### config.mk
export PLATFORM = sky130hd
export DESIGN_NAME = sample_tx_sequencer
export DESIGN_NICKNAME = d
export VERILOG_FILES = /design/src/rtl/sample_tx_pkg.sv /design/src/rtl/tx_addr_counter.sv /design/src/rtl/sample_tx_sequencer.sv
export SDC_FILE = /design/constraint.sdc
export NUM_CORES = 1
export LEC_CHECK = 0
export ABC_AREA = 1
export CORE_UTILIZATION = 51
export DETAILED_ROUTE_END_ITERATION = 10
export PLACE_DENSITY = 0.8
export SYNTH_ARGS = -nofsm -noshare
export SYNTH_HDL_FRONTEND = slang
export SYNTH_SLANG_ARGS = --single-unit
### constraint.sdc
create_clock -name clk_i -period 3.1 [get_ports clk_i]
set_clock_uncertainty 0.2 [all_clocks]
set_input_delay 0.31 -clock clk_i [delete_from_list [all_inputs] [get_ports clk_i]]
set_output_delay 0.31 -clock clk_i [all_outputs]
set_load 0.05 [all_outputs]
### src/rtl/sample_tx_pkg.sv
// Shared types and constants for the sample memory to UART TX sequencer.
// FSM state encoding, address-counter opcodes and byte-split widths.
package sample_tx_pkg;

  localparam int BYTE_W  = 8;
  localparam int SPLIT_W = 16;

  typedef enum logic [2:0] {
    ST_IDLE    = 3'd0,
    ST_READ    = 3'd1,
    ST_LATCH   = 3'd2,
    ST_SEND_HI = 3'd3,
    ST_SEND_LO = 3'd4,
    ST_DONE    = 3'd5
  } state_e;

  typedef enum logic [1:0] {
    OP_HOLD  = 2'd0,
    OP_CLEAR = 2'd1,
    OP_INC   = 2'd2
  } addr_op_e;

endpackage

### src/rtl/tx_addr_counter.sv
// Sample-memory read address register with clear/hold/increment opcode.
// last_o flags the final address so the run ends without wrapping.
module tx_addr_counter
  import sample_tx_pkg::*;
#(
  parameter int AddrWidth = 5
) (
  input  logic                 clk_i,
  input  logic                 rst_i,
  input  addr_op_e             op_i,
  output logic [AddrWidth-1:0] addr_o,
  output logic                 last_o
);

  logic [AddrWidth-1:0] addr_d;
  logic [AddrWidth-1:0] addr_q;

  always_comb begin
    addr_d = addr_q;
    unique case (op_i)
      OP_CLEAR: addr_d = '0;
      OP_INC:   addr_d = addr_q + AddrWidth'(1);
      default:  addr_d = addr_q;
    endcase
  end

  always_ff @(posedge clk_i or negedge rst_i) begin
    if (!rst_i) begin
      addr_q <= '0;
    end else begin
      addr_q <= addr_d;
    end
  end

  assign addr_o = addr_q;
  assign last_o = &addr_q;

endmodule

### src/rtl/sample_tx_sequencer.sv
// Walks the captured-sample memory and streams each sample as two bytes,
// MSB first, over a valid/ready handshake; pulses done after the last byte.
module sample_tx_sequencer
  import sample_tx_pkg::*;
#(
  parameter int AddrWidth = 5,
  parameter int DataWidth = 16
) (
  input  logic                 clk_i,
  input  logic                 rst_i,
  input  logic                 start_i,
  output logic                 mem_rd_o,
  output logic [AddrWidth-1:0] mem_addr_o,
  input  logic [DataWidth-1:0] mem_data_i,
  output logic [BYTE_W-1:0]    tx_data_o,
  output logic                 tx_valid_o,
  input  logic                 tx_ready_i,
  output logic                 busy_o,
  output logic                 done_o
);

  state_e              state_d;
  state_e              state_q;
  logic [SPLIT_W-1:0]  sample_d;
  logic [SPLIT_W-1:0]  sample_q;
  logic                mem_rd_d;
  logic                mem_rd_q;
  logic [BYTE_W-1:0]   tx_data_d;
  logic [BYTE_W-1:0]   tx_data_q;
  logic                tx_valid_d;
  logic                tx_valid_q;
  logic                busy_d;
  logic                busy_q;
  logic                done_d;
  logic                done_q;
  addr_op_e            addr_op;
  logic                addr_last;

  tx_addr_counter #(
    .AddrWidth (AddrWidth)
  ) u_addr (
    .clk_i  (clk_i),
    .rst_i  (rst_i),
    .op_i   (addr_op),
    .addr_o (mem_addr_o),
    .last_o (addr_last)
  );

  always_comb begin
    state_d  = state_q;
    sample_d = sample_q;
    addr_op  = OP_HOLD;
    unique case (state_q)
      ST_IDLE: begin
        if (start_i) begin
          state_d = ST_READ;
          addr_op = OP_CLEAR;
        end
      end
      ST_READ: state_d = ST_LATCH;
      ST_LATCH: begin
        sample_d = SPLIT_W'(mem_data_i);
        state_d  = ST_SEND_HI;
      end
      ST_SEND_HI: begin
        if (tx_ready_i) state_d = ST_SEND_LO;
      end
      ST_SEND_LO: begin
        if (tx_ready_i) begin
          if (addr_last) begin
            state_d = ST_DONE;
          end else begin
            state_d = ST_READ;
            addr_op = OP_INC;
          end
        end
      end
      ST_DONE: state_d = ST_IDLE;
      default: state_d = ST_IDLE;
    endcase
  end

  // Outputs are decoded from the next state so they leave the flops aligned
  // with the state they belong to.
  always_comb begin
    mem_rd_d   = (state_d == ST_READ);
    busy_d     = (state_d != ST_IDLE);
    done_d     = (state_d == ST_DONE);
    tx_valid_d = 1'b0;
    tx_data_d  = '0;
    unique case (1'b1)
      (state_d == ST_SEND_HI): begin
        tx_valid_d = 1'b1;
        tx_data_d  = sample_d[SPLIT_W-1 -: BYTE_W];
      end
      (state_d == ST_SEND_LO): begin
        tx_valid_d = 1'b1;
        tx_data_d  = sample_q[BYTE_W-1:0];
      end
      default: begin
        tx_valid_d = 1'b0;
        tx_data_d  = '0;
      end
    endcase
  end

  always_ff @(posedge clk_i or negedge rst_i) begin
    if (!rst_i) begin
      state_q    <= ST_IDLE;
      sample_q   <= '0;
      mem_rd_q   <= 1'b0;
      tx_data_q  <= '0;
      tx_valid_q <= 1'b0;
      busy_q     <= 1'b0;
      done_q     <= 1'b0;
    end else begin
      state_q    <= state_d;
      sample_q   <= sample_d;
      mem_rd_q   <= mem_rd_d;
      tx_data_q  <= tx_data_d;
      tx_valid_q <= tx_valid_d;
      busy_q     <= busy_d;
      done_q     <= done_d;
    end
  end

  assign mem_rd_o   = mem_rd_q;
  assign tx_data_o  = tx_data_q;
  assign tx_valid_o = tx_valid_q;
  assign busy_o     = busy_q;
  assign done_o     = done_q;

endmodule
# == Yosys cells after proc, flatten, opt, wreduce, memory -nomap -nowiden ==
# Cells that the tools add are included.
# classes
add_sub_neg,1
n_eq_ne,10
muxes,13
reduce_logical,5
# op_table
operator,count
$mux 16,1
$pmux 8 s2,1
$pmux 3 s5,1
$mux 3,4
$pmux 5 s2,1
$eq 3x2->1 const B,3
$eq 3x3->1 const B,3
$eq 3x1->1 const B,2
$add 5x1->5 const B,1
$reduce_and 5->1,1
$mux 2,2
$pmux 2 s2,1
$logic_not 3->1,1
$reduce_bool 3->1,1
$eq 2x1->1 const B,1
$eq 2x2->1 const B,1
$mux 1,2
$reduce_bool 2->1,1
$reduce_or 2->1,1
# totals
in_bits,20
reg_bits,36

# == Depth between registers and ports, before layout ==
# Gate-level depths: netlist (run 1).
# depth
word_depth,7
depth_mapped,10
ltp_nobuf,10

# == Cells and area by module ==
# Synthesis (run 1) repeated with hierarchy kept, for this count alone.
# unflattened
cells_unflattened,163
area_unflattened_um2,1581.5
# by_module_without_submodules
module,cells_per_inst,n_inst,area_per_inst_um2
sample_tx_sequencer,128,1,1301.2
tx_addr_counter,35,1,280.3

# == Least setup slack after synthesis (run 1) ==
# OpenSTA, ideal clock, no wires.
# synth_path
kind,flip-flop to flip-flop
startpoint,"reg u_addr.addr_q[1], in the netlist u_addr.addr_o[1]"
endpoint,"reg u_addr.addr_q[3], in the netlist u_addr.addr_o[3]"
path_stages_with_launch,11
path_buffers,0
setup_slack_ns,0.686
period_less_slack_ns,2.414
setup_time_ns,0.072
arrival_time_ns,2.142
path_cell_list,dfrtp_1 > ha_1 > inv_1 > nor3_1 > ha_1 > nor2_1 > ha_1 > nor2_1 > nand3_1 > xor2_1 > nor2_1
# synth_between
elab_chain_len,6
word_cells_on_any_way,9
# synth_rtl
item,line,text
"start, declared",tx_addr_counter.sv:16,logic [AddrWidth-1:0] addr_q;
"start signal, assigned",tx_addr_counter.sv:31,addr_q <= addr_d;
$reduce_and 5->1,tx_addr_counter.sv:36,assign last_o = &addr_q;
$mux 2,sample_tx_sequencer.sv:70,if (addr_last) begin
$mux 2,sample_tx_sequencer.sv:69,if (tx_ready_i) begin
$pmux 2 s2,sample_tx_sequencer.sv:53,unique case (state_q)
$eq 2x2->1 or $eq 2x1->1 (tied branches),tx_addr_counter.sv:20,unique case (op_i)
$pmux 5 s2 or $reduce_bool 2->1 (tied branches),--,
# Several ways; a longest one is shown, not always the timed one.
# A chain may end at the register's enable or synchronous reset.

# == Worst setup path after layout (run 1) ==
# Ends and elaborated chain as after synthesis.

==> results of run 1 <==
==> cell families after synthesis <==
kind of cell / after synthesis
AO/OA/AOI/OAI: 21
XOR/XNOR: 1
adder cells (fa/ha/maj): 3
buffers and inverters: 24
flip-flops: 36
AND/OR/NAND/NOR: 85
==> state kept, by name, summed over array words and instances, names as in the netlist <==
register and cells:
sample_q 16, tx_data_o 8, u_addr.addr_o 5, state_q 3, busy_o 1, done_o 1, mem_rd_o 1, tx_valid_o 1
==> per-layer routing <==
| layer | up-vias | track usage, % | wire length (µm) |
|---|---|---|---|
| li1 | 634 | - | - |
| met1 | 644 | 25.35 | 1370 |
| met2 | 44 | 41.75 | 1878 |
| met3 | 8 | 6.277 | 170 |
| met4 | 0 | 7.973 | 60 |
| met5 | - | 0 | 0 |
==> power breakdown <==
part	leakage, nW	internal, mW	switching, mW
combinational	0.591	0.406	0.814
sequential	0.446	0.660	0.0932
clock	0.0515	0.214	0.156
total	1.09	1.28	1.06
==> placed cells by master, fill, tap and decap left out <==
cell	count
o21a_1	8
nor2_1	9
bufinv_16	1
nand3_1	23
nand2_2	2
nand2_1	36
nand3_2	1
xor2_1	1
nand2_4	8
clkbuf_8	2
o21ai_0	1
nor3_1	3
inv_1	15
buf_4	1
ha_1	3
inv_2	6
o21ai_1	2
a21oi_1	2
nor2_8	3
clkbuf_4	5
dfrtp_1	36
clkdlybuf4s50_1	36
o211ai_2	8
==> path summary, 6_finish.rpt <==
| path | end | slack [ns] | cells after the start |
|---|---|---|---|
| min | tx_data_o[1] | 0.17 | 2 |
| min reg2reg | sample_q[1] | 0.29 | 2 |
| max | u_addr.addr_o[3] | 0.86 | 10 |
| max reg2reg | u_addr.addr_o[3] | 0.86 | 10 |
| min in group clk_i | sample_q[1] | 0.29 | 2 |
| max in group asynchronous | state_q[0] | 2.20 | 2 |
==> area by class of cell <==
type | instances | area share, %
clock inverters | 1 | 1.364
repair buffers | 37 | 16.71
multi-input cells | 110 | 31.95
clock buffers | 7 | 2.956
well taps | 44 | 2.501
inverters | 21 | 3.582
flip-flops and latches | 36 | 40.93
==> critical path: cells and delay by family (launching register included) <==
kind | cells | cell delay [ns]
buffers and inverters | 1 | 0.06
and+or+nand+nor | 5 | 0.63
DFF | 1 | 0.42
xor gates and xnor gates | 1 | 0.15
adders and majority gates | 3 | 0.73
==> metrics by stage <==
| stage | hold slack [ns] | util [%] |
|---|---|---|
| finish | 0.1720 | 70.36 |
| global route | 0.2049 | 70.36 |
| CTS | 0.1891 | 70.36 |
| detailed placement | 0.2668 | 67.32 |
| global placement | 0.2550 | 67.32 |
| floorplan | -0.1856 | - |
==> impl_metrics.toml, run 1 <==
[power]
total_power_mw = 2.343
peakVddDrop_uv = 595.2
p_per_area_nw_per_um2 = 1065
leakage_nw = 1.088

[detailed_routing]
dr_total_vias = 1330
drt_iter0_drc = 52
wl_mm = 3.480
drc_errors = 0
via_per_inst = 5.195
antenna_left = 0
first_pass_iters = 5
wl_per_cell_um = 13.59

[critical_path]
slowest_delay_ns = 0.42
cp-start-kind = "flip-flop"
cp_slowest_cell = "dfrtp_1"
worstReg2RegStart = "u_addr.addr_o[1]"
arrival_ns = 2.32
cp.required_ns = 3.18
critPathKind = "flip-flop to flip-flop"
crit_path_cell_trace = "ha_1 -> inv_1 -> nor3_1 -> ha_1 -> nor2_1 -> ha_1 -> nor2_1 -> nand3_1 -> xor2_1 -> nor2_1"
cp_max_fo = 6
startpoint = "u_addr.addr_o[1]"
cp-end-kind = "flip-flop"

[clock_tree]
htree_levels = 2
cts_made_buffers = 5
cts_num_sinks = 36
cts_setup_buffers = 0
cts_tree = "yes"
clockBufferDepth = 2
clk_pin_slew_ns = 0.11
cts_resized = 0
clockRootBuffer = "clkbuf_4"
worstSkewPairLatency_ns = 0.34
ctsHoldBuffers = 0

[yosys]
synth_cells = 170
syn_area_um2 = 1719
synth_fp_nets = 193
ys_ff_latch = 36
synth_top_family_by_area = "simple AND/OR/NAND/NOR gates"
yosys.area_share.simple_pct = 27.44
ys.flop_type = "dfrtp_1"
synth_top_area_share_pct = 52.40
synth_commonest_cells = "dfrtp_1 (36), nand2_1 (36), nand3_1 (23)"
synth_seq_area_share_pct = 52.40
ys_types = 21
yosysWarnings = 0
synth_enable_flop_cells = 0
async_reset_ff_share_pct = 100.0
synth_top_cell_by_area = "dfrtp_1"
synthAdderAreaFrac_pct = 2.183
ys_top_cells_by_area = "dfrtp_1 (52%), nand2_1 (7.9%), nand3_1 (6.7%)"
syn_avg_cell_area_um2 = 10.11
synth_xor_area_share_pct = 0.5095
post_synth_mux_area_share_pct = 0
synth_compound_area_share_pct = 10.77

[timing]
setup_tns_ns = 0
slew_violations = 0
relSlewSlack_pct = 66.14
rsz0062_at_grt = "no"
finalHoldViolCount = 0
max_freq_mhz = 446.4
setup_violations = 0
post-route-period-util_pct = 72.26
fin_crit_ns = 2.240
worst_pin_slew_ns = 0.5063
fin_ws_ns = 0.8598

[finish]
fillers = 232
instances_no_fill = 256
drive_gt1_share_pct = 17.45
multi_input_area_um2 = 703.2
stdcell_area_um2 = 2201
num-nets-final = 234
seq_area_um2 = 900.9
area_growth_pct = 28.02
diodes = 0

[flow_run]
cap_violations = 0

[floorplanning]
design.die.area_um2 = 3607
die_h_um = 60.06
start_util_pct = 54.96
num_rows = 20
die_w_um = 60.06
placeableCoreArea_um2 = 3128
pin_count = 37

[hold_path]
min_path_type = "input port to async pin"

[placement]
portBuffers = 36
dpl_cell_area_um2 = 2106
post-place-ws_ns = 0.8036
place_inst = 248
finalWeightedCongestion = 0.8108
dp.final_hpwl_mm = 2.530

[grt]
grt-ovfl-total = 0
grt_pass1_vias = 1361
grt_max_degree = 37
grt_use_total_pct = 22.90
antenna_found_initial = 0
grt_pass1_wl_mm = 5.878

[run_status]
status = "complete, no violations"
Power figures use the tool's default switching activity.
==> inputs of run 2 (changes only) <==
CORE_UTILIZATION = 45   (was 51)
PLACE_DENSITY = 0.75   (was 0.8)
clock period = 1.91 ns   (was 3.1 ns; I/O delays follow)
==> impl_metrics.toml, run 2 (same netlist as run 1, synthesis figures left out) <==
[timing]
rsz0062_at_grt = "yes"
whs_ns = 0.1275
max_freq_mhz = 529.9
finalHoldViolCount = 0
fin_ws_ns = 0.02271
relSlewSlack_pct = 66.99
worst_pin_slew_ns = 0.4936
post-route-period-util_pct = 98.81
slew_violations = 0
fin_crit_ns = 1.887
setup_tns_ns = 0
setup_violations = 0

[grt]
grt_pass1_wl_mm = 5.706
grt_pass1_vias = 1379
antenna_found_initial = 0
grt_use_total_pct = 18.33
grt-ovfl-total = 0
grt_max_degree = 37

[run_status]
status = "complete, no violations"

[critical_path]
critPathTopFamily = "adder cells"
r2r-end = "u_addr.addr_o[2]"
cp_slowest_cell = "dfrtp_2"
reg2reg_depth = 9
crit_path_cell_trace = "ha_4 -> inv_2 -> nor3_2 -> ha_2 -> nor2_4 -> ha_4 -> buf_4 -> nor3_4 -> nor3_1"
cp-start-kind = "flip-flop"
cp_max_fo = 4
cp-end-kind = "flip-flop"
cp.required_ns = 1.88
critPathKind = "flip-flop to flip-flop"
path_common_cell = "ha_4"
worstReg2RegStart = "u_addr.addr_o[1]"
arrival_ns = 1.85
crit_buf_inv = 2
worst-r2r-setup-slack_ns = 0.02
slowest_delay_ns = 0.43

[finish]
instances_no_fill = 280
area_growth_pct = 42.50
layout_commonest_cell = "nand2_1"
diodes = 0
drive_gt1_share_pct = 34.05
mostFrequentLayoutCells = "nand2_1 (35), dfrtp_1 (32), clkdlybuf4s50_1 (31), buf_4 (25), nand3_1 (20)"
top_register = "sample_q"
num-nets-final = 255
stdcell_area_um2 = 2450
fillers = 301
largest_register_ffs = 16
fin_util_pct = 66.92

[floorplanning]
pin_count = 37
placeableCoreArea_um2 = 3661
design.die.area_um2 = 4072
die_w_um = 63.81
start_util_pct = 46.96
num_rows = 22
die_h_um = 63.81

[power]
p_per_area_nw_per_um2 = 1632
peakVddDrop_uv = 888.9
comb_power_share_pct = 56.0
p_seq_share_pct = 29.8
switching_power_mw = 1.780
switching_share_pct = 44.53
p_clk_share_pct = 14.2
p_int_mw = 2.217
total_power_mw = 3.998
leakage_nw = 1.203

[detailed_routing]
drc_errors = 0
wl_mm = 3.433
wl_per_cell_um = 12.26
drt_iter0_drc = 89
dr_total_vias = 1347
first_pass_iters = 4
via_per_inst = 4.811
antenna_left = 0

[placement]
portBuffers = 36
dp.final_hpwl_mm = 2.214
post-place-ws_ns = -0.09369
finalWeightedCongestion = 0.8436
dpl_cell_area_um2 = 2243
place_inst = 268

[clock_tree]
ctsHoldBuffers = 0
worstSkewPairLatency_ns = 0.28
cts_made_buffers = 5
cts_num_sinks = 36
htree_levels = 2
cts_tree = "yes"
clockBufferDepth = 2
clk_pin_slew_ns = 0.07
clockRootBuffer = "clkbuf_8"

[flow_run]
cap_violations = 0

[hold_path]
min_path_type = "input port to async pin"
## run 2: cell count changes in the layout (fill, tap and decap cells not counted), sizes merged
cell           before  now
buf                 1   26
clkdlybuf4s50      36   31
bufinv              1    0
nor2               12   13
## run 2: layout make-up
class	instances	area [µm²]	share of cell area [%]
Clock buffer	7	96.34	3.933
Inverter	21	78.83	3.218
Multi-Input combinational cell	111	799.5	32.64
Sequential cell	36	905.9	36.98
Tap cell	48	60.06	2.451
Timing Repair Buffer	57	509.2	20.79
## run 2: how the worst max path moves through the flow
stage | start | to | depth (start not counted)
floorplan | u_addr.addr_o[1] | u_addr.addr_o[3] | 10
global placement | tx_ready_i | u_addr.addr_o[3] | 10
detailed placement | u_addr.addr_o[1] | u_addr.addr_o[3] | 10
CTS | u_addr.addr_o[1] | u_addr.addr_o[3] | 10
global route | u_addr.addr_o[1] | u_addr.addr_o[2] | 9
finish | u_addr.addr_o[1] | u_addr.addr_o[2] | 9
## run 2: repair_timing
action / in CTS / in global routing
buffers inserted: 3 / 1
hold endpoints to repair: 0 / 0
setup endpoints to repair: 2 / 13
pin swaps: 5 / 6
gates resized for setup: 3 / 11
gates cloned: 0 / 1
## run 2: per-layer routing
layer  GRT usage (%)  part of all wire (%)
met2           30.45                    49
met1           22.90                    45
met3           5.714                   4.9
met4           5.114                  0.93
met5               0                     0
## run 2: power groups by stage
stage	combinational [mW]	clock (mW)	sequential (mW)
6_report	2.24	0.568	1.19
5_1_grt	2.45	0.633	1.22
4_1_cts	2.16	0.586	1.19
3_5_place_dp	2.13	0	1.21
3_3_place_gp	2.09	0	1.20
2_1_floorplan	1.20	0	1.59
## run 2: worst reg2reg max path, delay by kind of cell, from the launching register on
kind                     cells  cell delay [ns]
adder cells (fa/ha/maj)      3             0.59
flip-flops                   1             0.43
AND/OR/NAND/NOR              4             0.36
buffers and inverters        2             0.21
==> inputs of run 3 (changes only) <==
GPL_TIMING_DRIVEN = 0   (was default)
==> impl_metrics.toml, run 3 (same netlist as run 1, synthesis figures left out) <==
[timing]
post-route-period-util_pct = 103.3
fin_ws_ns = -0.06390
setup_tns_ns = -0.09667
rsz0062_at_grt = "yes"
whs_ns = 0.2749
fin_crit_ns = 1.974
slew_violations = 0
setup_violations = 2
relSlewSlack_pct = 46.93
finalHoldViolCount = 0
worst_pin_slew_ns = 0.7960
max_freq_mhz = 506.6

[finish]
mostFrequentLayoutCells = "nand2_1 (35), clkdlybuf4s50_1 (34), dfrtp_1 (32), nand3_1 (21), inv_1 (14)"
diodes = 0
fillers = 303
drive_gt1_share_pct = 26.94
instances_no_fill = 267
num-nets-final = 241
largest_register_ffs = 16
top_register = "sample_q"
layout_commonest_cell = "nand2_1"
area_growth_pct = 36.17

[detailed_routing]
wl_mm = 3.380
antenna_left = 0
drt_iter0_drc = 46
via_per_inst = 4.828
drc_errors = 0
wl_per_cell_um = 12.66
first_pass_iters = 4
dr_total_vias = 1289

[clock_tree]
htree_levels = 2
worstSkewPairLatency_ns = 0.28
cts_tree = "yes"
cts_num_sinks = 36
cts_made_buffers = 5
clockRootBuffer = "clkbuf_8"
clk_pin_slew_ns = 0.07
clockBufferDepth = 2

[floorplanning]
placeableCoreArea_um2 = 3661
die_w_um = 63.81
num_rows = 22
design.die.area_um2 = 4072
die_h_um = 63.81
start_util_pct = 46.96
pin_count = 37

[power]
switching_share_pct = 45.32
switching_power_mw = 1.778
leakage_nw = 1.130
peakVddDrop_uv = 1009
p_clk_share_pct = 13.9
p_int_mw = 2.145
p_per_area_nw_per_um2 = 1676
total_power_mw = 3.924
p_seq_share_pct = 31.3
comb_power_share_pct = 54.8

[critical_path]
cp.required_ns = 1.88
worstReg2RegStart = "u_addr.addr_o[0]"
cp_max_fo = 4
worst-r2r-setup-slack_ns = -0.06
reg2reg_depth = 10
r2r-end = "u_addr.addr_o[3]"
arrival_ns = 1.95
cp-start-kind = "flip-flop"
critPathKind = "flip-flop to flip-flop"
cp-end-kind = "flip-flop"

[grt]
grt_max_degree = 37
grt_pass1_vias = 1245
grt_use_total_pct = 18.16
grt_pass1_wl_mm = 5.575
antenna_found_initial = 0
grt-ovfl-total = 0

[flow_run]
cap_violations = 0

[placement]
portBuffers = 36
finalWeightedCongestion = 0.8515
dp.final_hpwl_mm = 2.279
place_inst = 254

[hold_path]
hold_path_startpoint = "sample_q[1]"
min_path_type = "flip-flop to flip-flop"
holdPathStages = 2
hold_path_end = "sample_q[1]"

[run_status]
violations = "setup timing"
status = "finished with violations"
[run 3: cell count changes in the layout (fill, tap and decap cells not counted), sizes merged]
cell,change
clkbuf,-1
dlygate4sd3,+1
clkdlybuf4s50,+3
clkinv,+2
dlymetal6s2s,+1
buf,-19
[run 3: area by class of cell]
type,count,area (µm²),area share (%)
Sequential cell,36,905.9,38.70
Multi-Input combinational cell,111,777.0,33.19
Timing Repair Buffer,40,390.4,16.68
Clock buffer,6,82.58,3.528
Inverter,21,78.83,3.367
Tap cell,48,60.06,2.565
Buffer,3,36.28,1.550
Clock inverter,2,10.01,0.4276
[run 3: how the worst max path moves through the flow]
stage	start	to	cells after the start
finish	u_addr.addr_o[0]	u_addr.addr_o[3]	10
detailed placement	tx_ready_i	u_addr.addr_o[3]	10
floorplan	u_addr.addr_o[1]	u_addr.addr_o[3]	10
CTS	u_addr.addr_o[1]	u_addr.addr_o[3]	10
global placement	rst_i	u_addr.addr_o[1]	1
global route	u_addr.addr_o[0]	u_addr.addr_o[3]	10
[run 3: power by group through the flow]
stage / Clock (mW) / Sequential (mW) / Combinational (mW)
global placement: 0 / 1.23 / 2.04
floorplan: 0 / 1.59 / 1.20
detailed placement: 0 / 1.24 / 2.07
finish: 0.547 / 1.23 / 2.15
global route: 0.593 / 1.26 / 2.37
CTS: 0.569 / 1.22 / 2.11
[run 3: per-layer routing]
| layer | track usage, % | part of all wire (%) | up-vias |
|---|---|---|---|
| met3 | 4.643 | 3.8 | 3 |
| met5 | 0 | 0 | - |
| met4 | 5.114 | 0.62 | 0 |
| met1 | 23.10 | 47 | 611 |
| met2 | 30.45 | 49 | 29 |
| li1 | - | - | 646 |
[run 3: worst max-delay path: stages, from the launching register on]
cell and delay, ns:
dfrtp_2 0.40, ha_4 0.14, inv_2 0.04, nor3_2 0.17
ha_2 0.20, nor2_2 0.05, ha_4 0.26, nor2_4 0.13
nand3_2 0.08, xor2_1 0.15, nor2_1 0.05
[run 3: through the flow]
| stage | setup slack, ns | util (%) | instance area, µm² |
|---|---|---|---|
| final | -0.06390 | 63.94 | 2341 |
| after global routing | -0.1557 | 63.94 | 2341 |
| after CTS | -0.07049 | 62.27 | 2280 |
| after detailed placement | -0.2506 | 58.99 | 2160 |
| after global placement | -0.4659 | 59.13 | 2165 |
| after floorplan | -0.2403 | - | 1744 |
[run 3: repair_timing]
| item | in CTS | in global routing |
|---|---|---|
| hold endpoints to repair | 36 | 0 |
| setup endpoints to repair | 2 | 10 |
| gates cloned | 0 | 1 |
| gates resized for setup | 1 | 9 |
| pin swaps | 1 | 9 |
| setup buffers | 2 | 1 |
| hold buffers | 1 | 0 |
